## src/rtl/alu_result_sequencer_if.sv

```systemverilog
// Request, ALU-drive and result signals between the control unit, ALU and sequencer.
interface alu_result_sequencer_if #(
  parameter int unsigned WIDTH = 32
);
  logic                 op_valid;
  logic                 op_ready;
  logic [3:0]           op_code;
  logic [WIDTH-1:0]     op_a;
  logic [WIDTH-1:0]     op_b;
  logic [WIDTH-1:0]     alu_y;
  logic [WIDTH-1:0]     alu_b;
  logic [14:0]          alu_ctl;
  logic [2*WIDTH-1:0]   alu_c;
  logic                 res_valid;
  logic                 res_ready;
  logic [WIDTH-1:0]     res_lo;
  logic [WIDTH-1:0]     res_hi;
  logic                 res_hilo;
  logic                 res_err;

  // Control unit / ALU side
  modport master (
    output op_valid, op_code, op_a, op_b, alu_c, res_ready,
    input  op_ready, alu_y, alu_b, alu_ctl, res_valid, res_lo, res_hi, res_hilo, res_err
  );

  // Sequencer side
  modport slave (
    input  op_valid, op_code, op_a, op_b, alu_c, res_ready,
    output op_ready, alu_y, alu_b, alu_ctl, res_valid, res_lo, res_hi, res_hilo, res_err
  );
endinterface

```

## src/rtl/alu_result_sequencer.sv

```systemverilog
// Issues one ALU operation per request, holds op-select for the op's latency,
// captures the 2*WIDTH result into Z and presents it over a result handshake.
module alu_result_sequencer #(
  parameter int unsigned WIDTH         = 32,
  parameter int unsigned DEF_CYCLES    = 1,
  parameter int unsigned MULDIV_CYCLES = 4
) (
  input logic                   clk,
  input logic                   clr_n,
  alu_result_sequencer_if.slave bus
);

  localparam int unsigned MAX_CYCLES = (MULDIV_CYCLES > DEF_CYCLES) ? MULDIV_CYCLES : DEF_CYCLES;
  localparam int unsigned CNT_W      = $clog2(MAX_CYCLES + 1);
  localparam int unsigned CTL_W      = 15;

  typedef enum logic [1:0] {IDLE, EXEC, RESP} state_t;

  state_t               state_q,    state_d;
  logic [CNT_W-1:0]     cnt_q,      cnt_d;
  logic                 op_ready_q, op_ready_d;
  logic [CTL_W-1:0]     ctl_q,      ctl_d;
  logic [WIDTH-1:0]     y_q,        y_d;
  logic [WIDTH-1:0]     b_q,        b_d;
  logic [2*WIDTH-1:0]   z_q,        z_d;
  logic                 valid_q,    valid_d;
  logic                 hilo_q,     hilo_d;
  logic                 err_q,      err_d;
  logic                 muldiv_q,   muldiv_d;

  logic                 accept_c;
  logic                 is_muldiv_c;
  logic                 req_err_c;

  assign accept_c    = bus.op_valid && op_ready_q;
  assign is_muldiv_c = (bus.op_code == 4'h6) || (bus.op_code == 4'h7);
  assign req_err_c   = ((bus.op_code == 4'h7) && (bus.op_b == '0)) || (bus.op_code == 4'hF);

  // State and output registers; reset discards any in-flight result
  always_ff @(posedge clk) begin
    if (!clr_n) begin
      state_q    <= IDLE;
      cnt_q      <= '0;
      op_ready_q <= 1'b1;
      ctl_q      <= '0;
      y_q        <= '0;
      b_q        <= '0;
      z_q        <= '0;
      valid_q    <= 1'b0;
      hilo_q     <= 1'b0;
      err_q      <= 1'b0;
      muldiv_q   <= 1'b0;
    end else begin
      state_q    <= state_d;
      cnt_q      <= cnt_d;
      op_ready_q <= op_ready_d;
      ctl_q      <= ctl_d;
      y_q        <= y_d;
      b_q        <= b_d;
      z_q        <= z_d;
      valid_q    <= valid_d;
      hilo_q     <= hilo_d;
      err_q      <= err_d;
      muldiv_q   <= muldiv_d;
    end
  end

  // Next-state and next-output decode
  always_comb begin
    state_d    = state_q;
    cnt_d      = cnt_q;
    op_ready_d = op_ready_q;
    ctl_d      = ctl_q;
    y_d        = y_q;
    b_d        = b_q;
    z_d        = z_q;
    valid_d    = valid_q;
    hilo_d     = hilo_q;
    err_d      = err_q;
    muldiv_d   = muldiv_q;

    case (state_q)
      IDLE: begin
        if (accept_c) begin
          y_d        = bus.op_a;
          b_d        = bus.op_b;
          op_ready_d = 1'b0;
          muldiv_d   = is_muldiv_c;
          cnt_d      = is_muldiv_c ? CNT_W'(MULDIV_CYCLES - 1) : CNT_W'(DEF_CYCLES - 1);
          if (req_err_c) begin
            // Illegal request: report error without driving the ALU
            z_d     = '0;
            err_d   = 1'b1;
            hilo_d  = 1'b0;
            valid_d = 1'b1;
            state_d = RESP;
          end else begin
            ctl_d   = CTL_W'(1) << bus.op_code;
            state_d = EXEC;
          end
        end
      end

      EXEC: begin
        if (cnt_q == '0) begin
          z_d     = bus.alu_c;
          hilo_d  = muldiv_q;
          err_d   = 1'b0;
          ctl_d   = '0;
          valid_d = 1'b1;
          state_d = RESP;
        end else begin
          cnt_d = cnt_q - CNT_W'(1);
        end
      end

      RESP: begin
        if (valid_q && bus.res_ready) begin
          valid_d    = 1'b0;
          op_ready_d = 1'b1;
          state_d    = IDLE;
        end
      end

      default: begin
        state_d = IDLE;
      end
    endcase
  end

  assign bus.op_ready  = op_ready_q;
  assign bus.alu_y     = y_q;
  assign bus.alu_b     = b_q;
  assign bus.alu_ctl   = ctl_q;
  assign bus.res_valid = valid_q;
  assign bus.res_lo    = z_q[WIDTH-1:0];
  assign bus.res_hi    = z_q[2*WIDTH-1:WIDTH];
  assign bus.res_hilo  = hilo_q;
  assign bus.res_err   = err_q;

endmodule
```

## src/flat_wrapper.sv

```systemverilog
// flat-port wrapper written by rule: the top's interface ports become plain ports
module alu_result_sequencer_flat 
#(
  parameter int unsigned WIDTH         = 32,
  parameter int unsigned DEF_CYCLES    = 1,
  parameter int unsigned MULDIV_CYCLES = 4
)
  (clk, clr_n, bus_op_valid, bus_op_code, bus_op_a, bus_op_b, bus_alu_c, bus_res_ready, bus_op_ready, bus_alu_y, bus_alu_b, bus_alu_ctl, bus_res_valid, bus_res_lo, bus_res_hi, bus_res_hilo, bus_res_err);
  alu_result_sequencer_if #(.WIDTH(WIDTH)) bus_i ();
  input logic clk;
  input logic clr_n;
  input wire logic [$bits(bus_i.op_valid)-1:0] bus_op_valid;
  input wire logic [$bits(bus_i.op_code)-1:0] bus_op_code;
  input wire logic [$bits(bus_i.op_a)-1:0] bus_op_a;
  input wire logic [$bits(bus_i.op_b)-1:0] bus_op_b;
  input wire logic [$bits(bus_i.alu_c)-1:0] bus_alu_c;
  input wire logic [$bits(bus_i.res_ready)-1:0] bus_res_ready;
  output wire logic [$bits(bus_i.op_ready)-1:0] bus_op_ready;
  output wire logic [$bits(bus_i.alu_y)-1:0] bus_alu_y;
  output wire logic [$bits(bus_i.alu_b)-1:0] bus_alu_b;
  output wire logic [$bits(bus_i.alu_ctl)-1:0] bus_alu_ctl;
  output wire logic [$bits(bus_i.res_valid)-1:0] bus_res_valid;
  output wire logic [$bits(bus_i.res_lo)-1:0] bus_res_lo;
  output wire logic [$bits(bus_i.res_hi)-1:0] bus_res_hi;
  output wire logic [$bits(bus_i.res_hilo)-1:0] bus_res_hilo;
  output wire logic [$bits(bus_i.res_err)-1:0] bus_res_err;
  assign bus_i.op_valid = bus_op_valid;
  assign bus_i.op_code = bus_op_code;
  assign bus_i.op_a = bus_op_a;
  assign bus_i.op_b = bus_op_b;
  assign bus_i.alu_c = bus_alu_c;
  assign bus_i.res_ready = bus_res_ready;
  assign bus_op_ready = bus_i.op_ready;
  assign bus_alu_y = bus_i.alu_y;
  assign bus_alu_b = bus_i.alu_b;
  assign bus_alu_ctl = bus_i.alu_ctl;
  assign bus_res_valid = bus_i.res_valid;
  assign bus_res_lo = bus_i.res_lo;
  assign bus_res_hi = bus_i.res_hi;
  assign bus_res_hilo = bus_i.res_hilo;
  assign bus_res_err = bus_i.res_err;
  alu_result_sequencer #(.WIDTH(WIDTH), .DEF_CYCLES(DEF_CYCLES), .MULDIV_CYCLES(MULDIV_CYCLES)) u_core (.clk(clk), .clr_n(clr_n), .bus(bus_i));
endmodule
```

## config.mk

```make
export PLATFORM = sky130hd
export DESIGN_NAME = alu_result_sequencer_flat
export DESIGN_NICKNAME = d
export VERILOG_FILES = /design/src/rtl/alu_result_sequencer_if.sv /design/src/rtl/alu_result_sequencer.sv /design/src/flat_wrapper.sv
export SDC_FILE = /design/constraint.sdc
export NUM_CORES = 1
export LEC_CHECK = 0
export ABC_AREA = 1
export BUFFER_PORTS_ARGS = -buffer_cell sky130_fd_sc_hd__buf_2
export CAP_MARGIN = 20
export CORE_MARGIN = 4
export CORE_UTILIZATION = 49
export CTS_BUF_LIST = sky130_fd_sc_hd__clkbuf_8
export DETAILED_ROUTE_END_ITERATION = 7
export PLACE_DENSITY = 0.84
export SLEW_MARGIN = 20
export SYNTH_ARGS = -nofsm -noshare
export SYNTH_HDL_FRONTEND = slang
export SYNTH_SLANG_ARGS = --single-unit
```

## constraint.sdc

```tcl
create_clock -name clk -period 1.9 [get_ports clk]
set_input_delay 0.285 -clock clk [delete_from_list [all_inputs] [get_ports clk]]
set_output_delay 0.285 -clock clk [all_outputs]
set_load 0.01 [all_outputs]
```

# After elaboration in Yosys (flattened, before gate mapping)
# Index checks and enable logic that the tools add are counted.
dict set report totals {
  latchBits 0
  out_inout_bits 147
  in_bits 136
  regBits 153
  ram_bits 0
  mem_count 0
  mem_bits_ro 0
}
dict set report classes {
  n_reduce_logical 18
  n_mux 31
  bitwise_logic 0
  magnitude_cmp 0
  n_eq_ne 11
  addsub 1
  multipliers 0
  div_mod_pow 0
  shifts 1
}
# cell count
set ops {}
lappend ops {{$mux 64} 3}
lappend ops {{$pmux 64 s2} 1}
lappend ops {{$mux 15} 3}
lappend ops {{$logic_not 32->1} 1}
lappend ops {{$pmux 15 s2} 1}
lappend ops {{$shl 1x4->15 const A} 1}
lappend ops {{$mux 1} 10}
lappend ops {{$mux 2} 5}
lappend ops {{$reduce_and 3->1} 3}
lappend ops {{$eq 4x3->1 const B} 2}
lappend ops {{$ne 2x1->1 const B} 4}
lappend ops {{$reduce_and 4->1} 2}
lappend ops {{$mux 3} 2}
lappend ops {{$pmux 1 s2} 3}
lappend ops {{$pmux 2 s3} 1}
lappend ops {{$pmux 3 s2} 1}
lappend ops {{$reduce_and 5->1} 1}
lappend ops {{$eq 4x4->1 const B} 1}
lappend ops {{$ne 2x2->1 const B} 2}
lappend ops {{$reduce_bool 2->1} 2}
lappend ops {{$logic_and 1x1->1} 3}
lappend ops {{$logic_not 3->1} 1}
lappend ops {{$pmux 1 s3} 1}
lappend ops {{$reduce_bool 3->1} 1}
lappend ops {{6 further kinds} 7}

# Depth between registers and ports, before layout
# Gate-level depths: netlist (run 1).
dict set report logic_depth {
  depth_word 6
  mapped_depth 12
  ltp_nobuf 11
}

# Least setup slack after synthesis (run 1)
# No wires, ideal clock.
dict set report synth_path {
  kind {register to register}
  start {reg u_core.cnt_q[0]}
  end {reg u_core.z_q[35]}
  arrival_ps 1344
  required_ps 1768
  stages_incl_launch_ff 12
  setup_ps 132
  slack_ps 424
  path_cell_list {dfxtp_1 > inv_1 > ha_1 > nand2_1 > nand2_2 > nand2_1 > nor2_4 > nand2_4 > buf_6 > buf_4 > nand2_1 > a21oi_1}
}
dict set report synth_between {
  elab_chain_cells 3
}
# item line
set synth_lines {}
lappend synth_lines {{start: declaration} alu_result_sequencer.sv:20} ;# logic [CNT_W-1:0] cnt_q, cnt_d;
lappend synth_lines {{start signal: assignment} alu_result_sequencer.sv:55} ;# cnt_q <= cnt_d;
lappend synth_lines {{$logic_not 3->1} alu_result_sequencer.sv:105} ;# if (cnt_q == '0) begin
lappend synth_lines {{$ne 2x1->1 (no line)} n/a}
lappend synth_lines {{$reduce_and 4->1 (no line)} n/a}
lappend synth_lines {{end signal: assignment} alu_result_sequencer.sv:60} ;# z_q <= z_d;
lappend synth_lines {{end: declaration} alu_result_sequencer.sv:25} ;# logic [2*WIDTH-1:0] z_q, z_d;
# No other way between the ends.
# A chain may end at the register's enable or synchronous reset.

# Worst setup path after layout (run 1)
dict set report layout_path {
  start {reg u_core.cnt_q[0]}
  end {reg u_core.z_q[44]}
}
# The elaborated chain is that of the path after synthesis.

==> reports/qor.csv, run 1 <==
stage,metric,value,unit
status,status,finished clean,
hold_path,min-delay-start,bus_op_a[8],
detailed_routing,drcViolationCount,0,
sta,setup_viol,0,
sta,finalCriticalPeriod,1.76,ns
setup_path,cp_max_fo,26,
cts,clk_latency,0.45,ns
place,dpl.hpwl,13.2,mm
cts,cts_tree,done,
global_routing,grt_pass1_wl,28.7,mm
synth,synthArstFlopShare,0,%
global_routing,antenna_found_initial,1,
cts,htreeDepth,4,
synth,synthAdderAreaFrac,0.391,%
final_layout,fillCellCount,1136,
hold_path,hold_class,primary input to flop,
sta,worst_pin_slew,0.583,ns
sta,final_max_slew_viol_count,0,
cts,clock-root-buffer,clkbuf_8,
setup_path,cpMaxStageDelayCell,dfxtp_1,
synth,syn_inst,912,
setup_path,arrival,2.15,ns
synth,ys.flop_type,dfxtp_1,
synth,synthXorXnorAreaFrac,0,%
final_layout,diodes,0,
synth,synth_compound_area_share,12.8,%
setup_path,worstSetupStartpointType,flop,
final_layout,layout_common_cells,"buf_2, nor2_1, dfxtp_1",
cts,clkSlewWorstSetupHoldPaths,0.08,ns
setup_path,r2r_slack,0.14,ns
final_layout,drive_above_1_share,29.4,%
floorplan,die-area,14900,um2
place,numPortBuffers,282,
run,max_cap_viol_count,0,
synth,netlist_area,6390,um2
synth,syn_nets,1050,
sta,worst_clock_skew,0.00865,ns
synth,ys_types,25,
floorplan,die_h,122,um
global_routing,overflow,0,
sta,hold_viol,0,
synth,synthSimpleGateAreaFrac,28.9,%
detailed_routing,vias,6720,
cts,cts.sinks,153,
final_layout,utilization,66.4,%
global_routing,grt_max_degree,82,
place,place_congestion,0.938,
hold_path,worst_hold_path.endpoint,u_core.bus.alu_y[8],
cts,numCtsBuffers,17,
setup_path,crit_type,flop to flop,
sta,slew_headroom,61.0,%
pwr,ir_worst_vdd,0.00120,V
setup_path,end_kind,flop,
detailed_routing,wl,18.5,mm
setup_path,cp.required,2.28,ns
final_layout,nets,1310,
floorplan,dieWidth,122,um
cts,cts_resized,0,
synth,muxShareOfSynthArea,0,%
setup_path,r2r_start,u_core.cnt_q[0],
synth,syn_avg_cell_area,7.01,um2
cts,clockBufferDepth,2,
detailed_routing,firstDrtPassIters,5,
final_layout,final_common_cell,buf_2,
detailed_routing,vias_per_cell,4.95,
setup_path,slowest_delay,0.30,ns
global_routing,grt_pass1_vias,5944,
synth,synth_top_family_by_area,simple AND/OR/NAND/NOR gates,
setup_path,path_cells,inv_1 > ha_1 > nand2_1 > nand2_2 > nand2_1 > nor2_4 > buf_12 > buf_12 > nand3_1 > a21oi_1,
detailed_routing,routedWlPerCell,13.6,um
cts,cts_hold_buffers,0,
sta,tns,0,ns
final_layout,area_delta_synth_final,31.6,%
sta,clock.fmax,567,MHz
cts,cts_setup_buffers,0,
global_routing,grt_usage,24.0,%
synth,synth_warnings,0,
floorplan,start_util,50.4,%
synth,yosysSeqAreaShare,47.9,%
synth,synth-seq-cells,153,
setup_path,ff2ff_path_depth,10,
sta,rsz0062_at_grt,false,
detailed_routing,drtIter0Drc,489,
floorplan,row_count,41,
pwr,power.leakage,4.21,nW
hold_path,hold_depth,3,
setup_path,r2r_end,u_core.z_q[44],
pwr,cellPowerDensity,1450,nW/um2
floorplan,coreArea,12700,um2
sta,min_period_over_period,92.9,%
floorplan,io_pins,283,
synth,synth-edff-count,0,
detailed_routing,ant_nets,0,
Yosys cell counts (2+ instances only):
cell	n	area (um2)
nor2_2	3	18.8
o21ai_0	68	340
dfxtp_1	153	3060
a21oi_1	88	440
a221oi_1	2	17.5
nor2_1	236	886
clkbuf_1	33	124
nand3_1	83	415
inv_1	76	285
ha_1	2	25.0
buf_4	8	60.1
inv_2	2	7.51
nor3_1	5	25.0
buf_2	15	75.1
nand2_1	121	454
nand4_1	2	12.5
buf_6	7	78.8
metal layers:
layer  vias to the layer above  share of wire [%]  wire, um  global-route usage [%]
met5                         -              0.038         7                       0
met4                         2                3.5       646                    10.4
met3                        47                7.9      1460                    6.91
met2                       281                 49      9100                    39.7
met1                      2979                 39      7270                    29.3
li1                       3411                  -         -                       -
worst max-delay path, delay by kind of cell, from the launching register on:
family	cells	cell delay [ns]
AND/OR/NAND/NOR	5	0.58
buffers and inverters	3	0.48
flip-flops	1	0.30
adder cells (fa/ha/maj)	1	0.18
AO/OA/AOI/OAI	1	0.17
stage by stage:
step	hold slack (ns)	worst slack [ns]	power [W]	instance area, um2	std cells
finish	0.0810	0.135	0.0122	8410	1357
global route	0.0688	0.000921	0.0131	8410	1357
CTS	0.0580	0.100	0.0123	8400	1356
detailed placement	0.450	0.108	0.00965	7990	1324
global placement	0.444	0.154	0.00957	7990	1324
floorplan	0.426	0.424	0.00790	6390	912
how the worst max path moves through the flow:
| stage | to | slack, ns | cells after the start | start |
|---|---|---|---|---|
| after global placement | u_core.bus.res_hilo | 0.15 | 12 | bus_op_b[16] |
| after CTS | u_core.z_q[44] | 0.10 | 10 | u_core.cnt_q[0] |
| after detailed placement | u_core.z_q[44] | 0.11 | 11 | bus_op_b[16] |
| final | u_core.z_q[44] | 0.14 | 10 | u_core.cnt_q[0] |
| after floorplan | u_core.z_q[35] | 0.42 | 11 | u_core.cnt_q[0] |
| after global routing | u_core.z_q[33] | 0.0009 | 10 | u_core.cnt_q[0] |
final cells by class:
| cell class | count | area [um2] | area share [%] |
|---|---|---|---|
| clock inverters | 15 | 185 | 2.20 |
| repair buffers | 305 | 1720 | 20.5 |
| clock buffers | 17 | 234 | 2.78 |
| multi-input cells | 617 | 2700 | 32.1 |
| inverters | 78 | 293 | 3.48 |
| well taps | 172 | 215 | 2.56 |
| flip-flops and latches | 153 | 3060 | 36.4 |
cells by family (layout without fill, tap and decap cells):
| group | count (synthesis) | in the layout |
|---|---|---|
| and+or+nand+nor | 454 | 454 |
| AOI/OAI and AO/OA | 161 | 161 |
| DFF | 153 | 153 |
| buffers and inverters | 142 | 415 |
| adders and majority gates | 2 | 2 |
sequential cells by signal (all words and copies together) (netlist names):
signal and count:
u_core.z_q 64, u_core.bus.op_ready 1, u_core.bus.alu_b 32, u_core.bus.alu_ctl 15, u_core.bus.res_hilo 1, u_core.muldiv_q 1, u_core.cnt_q 3, u_core.bus.res_err 1
u_core.bus.alu_y 32, u_core.bus.res_valid 1, u_core.state_q 2
power by group:
| group | switching (W) | total, W | internal (W) |
|---|---|---|---|
| combinational | 0.00332 | 0.00536 | 0.00204 |
| clock | 0.00119 | 0.00260 | 0.00141 |
| sequential | 0.000345 | 0.00426 | 0.00391 |
No activity file was read; power rests on OpenSTA's default activity.
==> run 2: changes to the inputs <==
--- a/config.mk
+++ b/config.mk
@@ -6,13 +6,13 @@
 export NUM_CORES = 1
 export LEC_CHECK = 0
 export ABC_AREA = 1
-export BUFFER_PORTS_ARGS = -buffer_cell sky130_fd_sc_hd__buf_2
 export CAP_MARGIN = 20
 export CORE_MARGIN = 4
-export CORE_UTILIZATION = 49
+export CORE_UTILIZATION = 54
 export CTS_BUF_LIST = sky130_fd_sc_hd__clkbuf_8
 export DETAILED_ROUTE_END_ITERATION = 7
-export PLACE_DENSITY = 0.84
+export DONT_BUFFER_PORTS = 1
+export PLACE_DENSITY = 0.71
 export SLEW_MARGIN = 20
 export SYNTH_ARGS = -nofsm -noshare
 export SYNTH_HDL_FRONTEND = slang
==> run 2 against run 1 <==
- core utilization is 1.2 points lower
- register-to-register slack better by 0.03 ns
- wire length shrank 4.0%
- setup slack better by 0.033 ns
- sequential share of layout area rose by 4.4 points
- first-iteration DRC count decreased by 19%
- clock power increased by 13%
==> reports/qor.csv, run 2 (synthesis results as in run 1) <==
stage,metric,value,unit
floorplan,start_util,55.5,%
detailed_routing,drtIter0Drc,397,
setup_path,arrival,2.11,ns
pwr,switchingPower,0.00466,W
setup_path,cpMaxStageDelayCell,dfxtp_1,
sta,final_max_slew_viol_count,0,
setup_path,path_cells,inv_1 > ha_1 > nand2_1 > nand2_2 > nand2_1 > nor2_4 > buf_12 > nand3_1 > a21oi_1,
global_routing,grt_pass1_wl,26.9,mm
status,status,finished clean,
final_layout,drive_above_1_share,6.21,%
sta,worst_clock_skew,0.00905,ns
hold_path,hold_class,primary input to flop,
global_routing,grt_usage,24.8,%
sta,rsz0062_at_grt,false,
global_routing,overflow,0,
pwr,ir_worst_vdd,0.00119,V
setup_path,cp_common_cell,nand2_1,
cts,numCtsBuffers,17,
place,placed_cells,1004,
detailed_routing,wl,17.7,mm
pwr,seqPwrFrac,40.5,%
sta,finalCriticalPeriod,1.73,ns
detailed_routing,ant_nets,0,
final_layout,regMostFlops,u_core.z_q,
setup_path,worstSetupStartpointType,flop,
sta,setup_viol,0,
pwr,comb_power_share,34.4,%
cts,clk_latency,0.45,ns
cts,htreeDepth,4,
sta,clock.fmax,578,MHz
pwr,p_sw_share,39.8,%
global_routing,antenna_found_initial,0,
detailed_routing,routedWlPerCell,16.2,um
final_layout,layout_common_cells,"nor2_1, dfxtp_1, nand2_1",
floorplan,io_pins,283,
place,place_congestion,0.881,
sta,hold_viol,0,
global_routing,grt_pass1_vias,5405,
cts,cts.sinks,153,
sta,min_period_over_period,91.1,%
setup_path,cpLargestDelayFamily,simple AND/OR/NAND/NOR gates,
detailed_routing,drcViolationCount,0,
sta,tns,0,ns
pwr,internal_power,0.00707,W
sta,slew_headroom,64.7,%
pwr,clkPwrFrac,25.1,%
setup_path,end_kind,flop,
floorplan,coreArea,11500,um2
cts,cts_tree,done,
detailed_routing,vias_per_cell,5.45,
detailed_routing,firstDrtPassIters,7,
detailed_routing,vias,5952,
setup_path,cp_max_fo,61,
setup_path,slowest_delay,0.30,ns
pwr,cellPowerDensity,1560,nW/um2
final_layout,fin_cells,1093,
place,numPortBuffers,0,
sta,worst_pin_slew,0.529,ns
pwr,power.leakage,3.12,nW
setup_path,critPathBufInv,2,
cts,clkSlewWorstSetupHoldPaths,0.08,ns
global_routing,grt_max_degree,82,
final_layout,final_common_cell,nor2_1,
final_layout,area_delta_synth_final,17.5,%
final_layout,diodes,0,
floorplan,dieWidth,117,um
cts,clockBufferDepth,2,
floorplan,die_h,117,um
final_layout,nets,1075,
place,dpl.hpwl,11.6,mm
floorplan,die-area,13600,um2
cts,clock-root-buffer,clkbuf_8,
run,max_cap_viol_count,0,
final_layout,largest_register_ffs,64,
setup_path,cp.required,2.28,ns
setup_path,crit_type,flop to flop,
floorplan,row_count,39,
## run 2: path summary, 6_finish.rpt
path	end	startpoint	cells after the start	slack, ns
worst max-delay path	u_core.z_q[47]	u_core.cnt_q[0]	9	0.17
worst min-delay path	u_core.bus.alu_y[15]	bus_op_a[15]	2	0.03
worst max register to register	u_core.z_q[47]	u_core.cnt_q[0]	9	0.17
worst min register to register	u_core.cnt_q[2]	u_core.cnt_q[2]	2	0.49
## run 2: power groups by stage
stage          registers [W]  clock network, W  logic [W]
2_1_floorplan        0.00461                 0    0.00329
3_3_place_gp         0.00480                 0    0.00373
3_5_place_dp         0.00482                 0    0.00386
4_1_cts              0.00475           0.00300    0.00398
5_1_grt              0.00482           0.00315    0.00458
6_report             0.00475           0.00294    0.00404
## run 2: layout make-up
cell class | instances | area (um2)
clock buffers | 19 | 262
clock inverters | 13 | 223
fillers | 970 | 4000
inverters | 78 | 293
multi-input cells | 617 | 2710
flip-flops and latches | 153 | 3060
well taps | 143 | 179
repair buffers | 70 | 786
## run 2: through the flow
step	util [%]	hold WS [ns]	total power, W	area, um2	setup WS, ns
2_1_floorplan	-	0.426	0.00790	6390	0.424
3_3_place_gp	55.9	0.417	0.00853	6430	0.236
3_5_place_dp	55.9	0.420	0.00868	6430	0.191
4_1_cts	65.2	0.0000274	0.0117	7500	0.178
5_1_grt	65.2	0.0186	0.0125	7510	0.00389
6_report	65.2	0.0319	0.0117	7510	0.169
## run 2: timing repair
action / 4_1_cts / 5_1_grt
hold buffers: 57 / 0
setup buffers: 0 / 0
endpoints found under the hold margin: 82 / 0
endpoints found under the setup margin: 0 / 1
gates resized for setup: 0 / 1
## run 2: layer usage
metal	global-route usage, %	part of all wire, %
met5	0	0
met4	12.4	3.4
met3	11.1	10
met2	41.9	49
met1	26.3	37
